`src/rtl/ev22_register_bank.sv`:
```
// ----------------------------------------------------------------------------
// ev22_register_bank
//
// Architectural register storage for the EV22 datapath. Every stored value is
// continuously visible on an output, so the operand-select stage downstream
// can pick any source without a read port.
//
// Ports:
//   clk              system clock, all state changes on the rising edge
//   rst_n            asynchronous active-low reset
//   wr_en            write-back request from the instruction path
//   wr_sel           write-back destination (0..27 GPR, 32/33 PO, 34 working)
//   wr_data          write-back data
//   wreg_en          ALU write to the working register (r34)
//   wreg_data        ALU result
//   pi0, pi1         asynchronous external input ports
//   r0..r27          general registers
//   r28, r29         synchronised PI0 / PI1 (read-only)
//   r32, r33         output-port registers PO0 / PO1
//   working_register r34
//   updateBlock      one-cycle strobe: a register committed on the last edge
//   wr_err           one-cycle strobe: the last edge's write-back was rejected
// ----------------------------------------------------------------------------
module ev22_register_bank #(
    parameter int               WIDTH       = 16,
    parameter int               SYNC_STAGES = 2,   // legal range 2..4
    parameter logic [WIDTH-1:0] RESET_VALUE = '0
) (
    input  logic             clk,
    input  logic             rst_n,
    input  logic             wr_en,
    input  logic [5:0]       wr_sel,
    input  logic [WIDTH-1:0] wr_data,
    input  logic             wreg_en,
    input  logic [WIDTH-1:0] wreg_data,
    input  logic [WIDTH-1:0] pi0,
    input  logic [WIDTH-1:0] pi1,
    output logic [WIDTH-1:0] r0,  r1,  r2,  r3,  r4,  r5,  r6,
    output logic [WIDTH-1:0] r7,  r8,  r9,  r10, r11, r12, r13,
    output logic [WIDTH-1:0] r14, r15, r16, r17, r18, r19, r20,
    output logic [WIDTH-1:0] r21, r22, r23, r24, r25, r26, r27,
    output logic [WIDTH-1:0] r28,
    output logic [WIDTH-1:0] r29,
    output logic [WIDTH-1:0] r32,
    output logic [WIDTH-1:0] r33,
    output logic [WIDTH-1:0] working_register,
    output logic             updateBlock,
    output logic             wr_err
);

    logic [WIDTH-1:0] gpr_q [28];
    logic [WIDTH-1:0] po0_q;
    logic [WIDTH-1:0] po1_q;
    logic [WIDTH-1:0] work_q;
    logic [WIDTH-1:0] pi0Sync_q [SYNC_STAGES];
    logic [WIDTH-1:0] pi1Sync_q [SYNC_STAGES];
    logic             update_q;
    logic             wrErr_q;

    logic             wbValid;
    logic             wbCommit;
    logic             update_d;
    logic             wrErr_d;

    // Address decode for the write-back path. A write-back aimed at r34 on
    // the same edge as an ALU write loses silently: it is neither committed
    // nor flagged as an error.
    always_comb begin
        wbValid  = (wr_sel < 6'd28) || ((wr_sel >= 6'd32) && (wr_sel <= 6'd34));
        wbCommit = wr_en && wbValid && !(wreg_en && (wr_sel == 6'd34));
        wrErr_d  = wr_en && !wbValid;
        update_d = wbCommit || wreg_en;
    end

    // Architectural registers plus the two status strobes.
    always_ff @(posedge clk or negedge rst_n) begin
        if (!rst_n) begin
            for (int i = 0; i < 28; i++) begin
                gpr_q[i] <= RESET_VALUE;
            end
            po0_q    <= RESET_VALUE;
            po1_q    <= RESET_VALUE;
            work_q   <= RESET_VALUE;
            update_q <= 1'b0;
            wrErr_q  <= 1'b0;
        end else begin
            for (int i = 0; i < 28; i++) begin
                if (wbCommit && (wr_sel == 6'(i))) begin
                    gpr_q[i] <= wr_data;
                end
            end
            if (wbCommit && (wr_sel == 6'd32)) begin
                po0_q <= wr_data;
            end
            if (wbCommit && (wr_sel == 6'd33)) begin
                po1_q <= wr_data;
            end
            if (wreg_en) begin
                work_q <= wreg_data;
            end else if (wbCommit && (wr_sel == 6'd34)) begin
                work_q <= wr_data;
            end
            update_q <= update_d;
            wrErr_q  <= wrErr_d;
        end
    end

    // Input-port synchronisers; the last stage is the architectural r28/r29.
    // These never touch updateBlock.
    always_ff @(posedge clk or negedge rst_n) begin
        if (!rst_n) begin
            for (int i = 0; i < SYNC_STAGES; i++) begin
                pi0Sync_q[i] <= RESET_VALUE;
                pi1Sync_q[i] <= RESET_VALUE;
            end
        end else begin
            pi0Sync_q[0] <= pi0;
            pi1Sync_q[0] <= pi1;
            for (int i = 1; i < SYNC_STAGES; i++) begin
                pi0Sync_q[i] <= pi0Sync_q[i-1];
                pi1Sync_q[i] <= pi1Sync_q[i-1];
            end
        end
    end

    assign r0  = gpr_q[0];
    assign r1  = gpr_q[1];
    assign r2  = gpr_q[2];
    assign r3  = gpr_q[3];
    assign r4  = gpr_q[4];
    assign r5  = gpr_q[5];
    assign r6  = gpr_q[6];
    assign r7  = gpr_q[7];
    assign r8  = gpr_q[8];
    assign r9  = gpr_q[9];
    assign r10 = gpr_q[10];
    assign r11 = gpr_q[11];
    assign r12 = gpr_q[12];
    assign r13 = gpr_q[13];
    assign r14 = gpr_q[14];
    assign r15 = gpr_q[15];
    assign r16 = gpr_q[16];
    assign r17 = gpr_q[17];
    assign r18 = gpr_q[18];
    assign r19 = gpr_q[19];
    assign r20 = gpr_q[20];
    assign r21 = gpr_q[21];
    assign r22 = gpr_q[22];
    assign r23 = gpr_q[23];
    assign r24 = gpr_q[24];
    assign r25 = gpr_q[25];
    assign r26 = gpr_q[26];
    assign r27 = gpr_q[27];

    assign r28              = pi0Sync_q[SYNC_STAGES-1];
    assign r29              = pi1Sync_q[SYNC_STAGES-1];
    assign r32              = po0_q;
    assign r33              = po1_q;
    assign working_register = work_q;
    assign updateBlock      = update_q;
    assign wr_err           = wrErr_q;

endmodule

```
`config.mk`:
```
export PLATFORM = sky130hd
export DESIGN_NAME = ev22_register_bank
export DESIGN_NICKNAME = d
export VERILOG_FILES = /design/src/rtl/ev22_register_bank.sv
export SDC_FILE = /design/constraint.sdc
export NUM_CORES = 1
export LEC_CHECK = 0
export CORE_AREA = 5 5 229 231
export CTS_CLUSTER_SIZE = 12
export DETAILED_ROUTE_END_ITERATION = 10
export DIE_AREA = 0 0 234 236
export MAX_ROUTING_LAYER = met4
export PLACE_DENSITY = 0.72
export SLEW_MARGIN = 25
export SYNTH_ARGS = -nofsm -noshare
export SYNTH_HDL_FRONTEND = slang
export SYNTH_SLANG_ARGS = --single-unit
```
`constraint.sdc`:
```
create_clock -name clk -period 1.6 [get_ports clk]
set_input_delay 0.32 -clock clk [delete_from_list [all_inputs] [get_ports clk]]
set_output_delay 0.32 -clock clk [all_outputs]
set_load 0.005 [all_outputs]
```
# After elaboration in Yosys (flattened, before gate mapping)
# Index checks and enable logic that the tools add are counted.
word_totals:
  mem_count: 0
  wordCells: 114
  output_inout_bits: 530
  mem_bits_ro: 0
  in_bits: 74
  latch_bits: 0
  regBits: 562
  ramBits: 0
op_classes:
  n_reduce_logical: 42
  order_cmp: 3
  n_mul: 0
  eq_ne: 30
  n_shift: 0
  muxes: 2
  add_sub_neg: 0
  div: 0
  bitwise_logic: 0
op_table:
  columns: ["operator", "n"]
  rows:
  - ["== test 6 x 5 -> 1 bit (second input constant)", 12]
  - ["== test 6 x 4 -> 1 bit (second input constant)", 8]
  - ["logical AND 1 bit", 36]
  - ["two-way mux 16 bit", 2]
  - ["== test 6 x 3 -> 1 bit (second input constant)", 4]
  - ["== test 6 bit (second input constant)", 3]
  - ["== test 6 x 2 -> 1 bit (second input constant)", 2]
  - ["== test 6 x 1 -> 1 bit (second input constant)", 1]
  - [">= comparator 6 bit (second input constant)", 1]
  - ["less-or-equal comparator 6 bit (second input constant)", 1]
  - ["logical NOT 6 bit", 1]
  - ["< comparator 6 x 5 -> 1 bit (second input constant)", 1]
  - ["logical NOT 1 bit", 2]
  - ["logical OR 1 bit", 2]
  - ["nonzero test 2 bit", 1]

# Depth between registers and ports, before layout
logic_depth:
  depth_word: 8
  mapped_depth: 6
  ltp_nobuf: 3

# Worst setup path after synthesis
# OpenSTA, ideal clock, no wires.
synth_path:
  path_kind: "input port to flip-flop"
  from: "input wr_sel[2]"
  to: "register gpr_q (netlist bit r24[10])"
  stages: 5
  required_time_ps: 1472
  setup_ps: 128
  path_buffers: 2
  arrival_ps: 1705
  slack_ps: -233
  path_cell_list: "nand3b_1 > or4_1 > buf_2 > buf_4 > mux2_1"
synth_via:
  elab_chain_len: 6
  word_cells_on_any_way: 12
  classes_between: "order compare (3); eq/ne (2); reduce/logical (7)"
synth_lines:
  columns: ["item", "line_no", "source"]
  rows:
  - ["start: declaration", "32", "input logic [5:0] wr_sel,"]
  - [">= comparator 6 bit / less-or-equal comparator 6 bit (equally long branches)", "69", "wbValid = (wr_sel < 6'd28) || ((wr_sel >= 6'd32) && (wr_sel <= 6'd34));"]
  - ["logical AND 1 bit", "69", null]
  - ["logical OR 1 bit", "69", null]
  - ["logical AND 1 bit (2 in series)", "70", "wbCommit = wr_en && wbValid && !(wreg_en && (wr_sel == 6'd34));"]
  - ["logical AND 1 bit (*)", "88", "if (wbCommit && (wr_sel == 6'(i))) begin"]
  - ["end signal: indexed assignment", "89", "gpr_q[i] <= wr_data;"]
  - ["end: declaration", "51", "logic [WIDTH-1:0] gpr_q [28];"]
# Mark *: on every way between the ends. The rest lies on a longest branch, timed or not.
# A chain may end at the register's enable or synchronous reset.

# Final worst setup path
layout_path:
  from: "input wr_sel[0]"
  to: "register gpr_q (netlist bit r24[10])"
# Same word-level chain as after synthesis.

==> results.py <==
metrics = {
    "sta": {
        "worst_pin_slew_ps": 443,
        "tns_ps": 0,
        "max_freq_mhz": 629,
        "fin_skew_ps": 4.19,
        "holdWs_ps": 126,
        "period_minus_slack_ps": 1590,
        "drv_slew": 0,
        "fin_crit_sh": 0.994,
        "slew_headroom": 0.705,
        "hold_viol": 0,
        "finalSetupViolations": 0,
    },
    "floorplan": {
        "die_w_um": 234,
        "rows": 82,
        "core_um2": 49900,
        "ios": 604,
        "die_h_um": 236,
        "die_area_um2": 55200,
        "initial_core_util": 0.422,
    },
    "critical_path": {
        "critPathMaxStageDelay_ps": 570,
        "startpoint": "wr_sel[0]",
        "arrival_ps": 2090,
        "r2r_slack_ps": 590,
        "critPathMaxFanout": 16,
        "slowest_stage": "or4_1",
        "cp.required_ps": 2090,
        "crit_chain": "clkdlybuf4s50_1, buf_4, or4_1, buf_12, mux2_1",
        "crit_type": "in -> reg",
        "start_kind": "input pin",
        "r2r_start": "r33[3]",
        "worstSetupEndpointType": "register",
    },
    "yosys": {
        "postSynthCellCount": 1293,
        "syn_avg_cell_area_um2": 16.3,
        "synth_nets": 1367,
        "synth_top_area_cell": "dfrtp_1",
        "ys_types": 40,
        "yosys.area.top_type_share": 0.668,
        "synth.most_common_cell": "dfrtp_1",
        "synth-async-reset-ratio": 1.00,
        "synth_edf_count": 0,
        "synth_ff_type": "dfrtp_1",
        "yosys_warnings": 0,
        "ys_ff_latch": 562,
        "yosysSeqAreaShare": 0.668,
        "yosys-top-cells-count": "dfrtp_1 (562), mux2_2 (443), clkbuf_1 (58)",
        "yosys-top-cells-area": "dfrtp_1 (67%), mux2_2 (24%), mux2_1 (1.4%)",
        "synth_area_um2": 21100,
    },
    "drt": {
        "via_count": 14100,
        "ant_nets": 0,
        "viasPerCell": 5.12,
        "drt_pass1_iterations": 5,
        "drt_wl_total_um": 70800,
        "drc": 0,
        "avgRoutedWirePerCell_um": 25.7,
        "drt_iter0_markers": 655,
    },
    "clocking": {
        "insertion_delay_ps": 610,
        "clockBufferDepth": 3,
        "cts-htree-levels": 2,
        "cts-buffers-inserted": 60,
        "root_buffer": "clkbuf_16",
        "clock-sinks": 562,
        "cts_tree": "done",
        "cts.clk_slew.worst_paths_ps": 60,
    },
    "grt": {
        "grt_pass1_wl_um": 103000,
        "grt-ovfl-total": 0,
        "grt_usage": 0.258,
        "antenna_found_initial": 7,
        "grt_max_degree": 77,
        "grt_pass1_vias": 15300,
    },
    "placed_design": {
        "io_buffers": 603,
        "gp_congestion": 0.822,
        "hpwl_um": 49100,
    },
    "pwr": {
        "ir_drop_uv": 858,
        "p_leak_nw": 15.4,
        "power_mw": 36.9,
        "p_per_area_nw_per_um2": 1170,
    },
    "layout": {
        "syn_to_final_growth_pct": 49.0,
        "post-route-util": 0.629,
        "drive_gt1_frac": 0.450,
        "finalNetCount": 2109,
    },
    "status": {
        "status": "finished, final reports clean",
    },
    "run": {
        "drv_cap": 0,
    },
    "hold_path": {
        "hold_class": "in -> reg",
        "hold_path_startpoint": "wr_data[8]",
    },
}
==> path summary, 6_finish.rpt <==
| path | endpoint | depth (start not counted) |
|---|---|---|
| hold reg to reg | r28[4] | 0 |
| min in group asynchronous | r13[1] | 2 |
| setup / recovery | r24[10] | 5 |
| max in group asynchronous | r11[1] | 3 |
| setup reg to reg | r33[3] | 3 |
| hold / removal | r12[8] | 2 |
==> timing repair <==
item,4_1_cts,5_1_grt
cloned,1,2
buffers inserted,80,11
pin swaps,2,3
resized for setup,1075,101
hold endpoints to repair,121,0
hold buffers,1,0
setup endpoints to repair,558,275
==> worst max-delay path: cells and delay by family <==
kind | cells | cell delay [ps]
buffers and inverters | 3 | 860
multiplexers | 1 | 310
AND/OR/NAND/NOR | 1 | 570
==> power by group <==
| group | total [mW] | leakage [nW] | internal (mW) | switching (mW) |
|---|---|---|---|---|
| registers | 16.9 | 7.33 | 15.9 | 0.948 |
| clock network | 13.5 | 0.949 | 7.97 | 5.55 |
| logic | 6.46 | 7.15 | 3.82 | 2.64 |
==> through the flow <==
step	worst slack, ps	instances	area (um^2)
floorplan	-205	1293	21500
global placement	-681	2550	29000
detailed placement	-693	2550	29000
CTS	0.0142	2733	31500
global route	-17.9	2753	31400
finish	9.79	2754	31400
==> cells by family (layout without fill, tap and decap cells) <==
logic type	after synthesis	count (layout)	synth area share
simple gates	67	67	0.0269
buf+inv	132	913	0.0329
compound gates	52	52	0.0138
flops	562	562	0.668
mux	480	480	0.258
other cells	0	8	0
==> cells in the final DEF (no fill, tap or decap), drive strengths merged, types with 2 or more instances in the layout <==
| cell type | instances |
|---|---|
| dlygate4sd2 | 33 |
| o21ai | 17 |
| nor4b | 4 |
| nor4 | 4 |
| mux2 | 480 |
| nor2b | 16 |
| clkdlybuf4s50 | 56 |
| nand3 | 7 |
| dfrtp | 562 |
| nand3b | 3 |
| nor2 | 4 |
| inv | 5 |
| nand4 | 2 |
| dlymetal6s2s | 4 |
| nand4b | 2 |
| nand2 | 14 |
| diode | 8 |
| or4b | 2 |
| clkdlybuf4s15 | 418 |
| clkbuf | 141 |
| and3b | 3 |
| buf | 243 |
| bufinv | 3 |
| a31oi | 16 |
| clkinv | 8 |
| a21oi | 16 |
==> area by class of cell <==
| type | count | area [um^2] |
|---|---|---|
| Clock inverter | 15 | 180 |
| Multi-Input combinational cell | 599 | 6630 |
| Fill cell | 3652 | 18500 |
| Tap cell | 672 | 841 |
| Inverter | 1 | 3.75 |
| Timing Repair Buffer | 811 | 7910 |
| Clock buffer | 86 | 1740 |
| Antenna cell | 8 | 20.0 |
| Sequential cell | 562 | 14100 |
==> per-layer routing <==
| metal | global-route usage | part of all wire | up-vias |
|---|---|---|---|
| met5 | - | 0 | - |
| met2 | 0.413 | 0.49 | 560 |
| li1 | - | - | 5989 |
| met1 | 0.309 | 0.39 | 7409 |
| met4 | 0.101 | 0.042 | 0 |
| met3 | 0.0736 | 0.080 | 153 |
(Power assumes the default switching activity.)
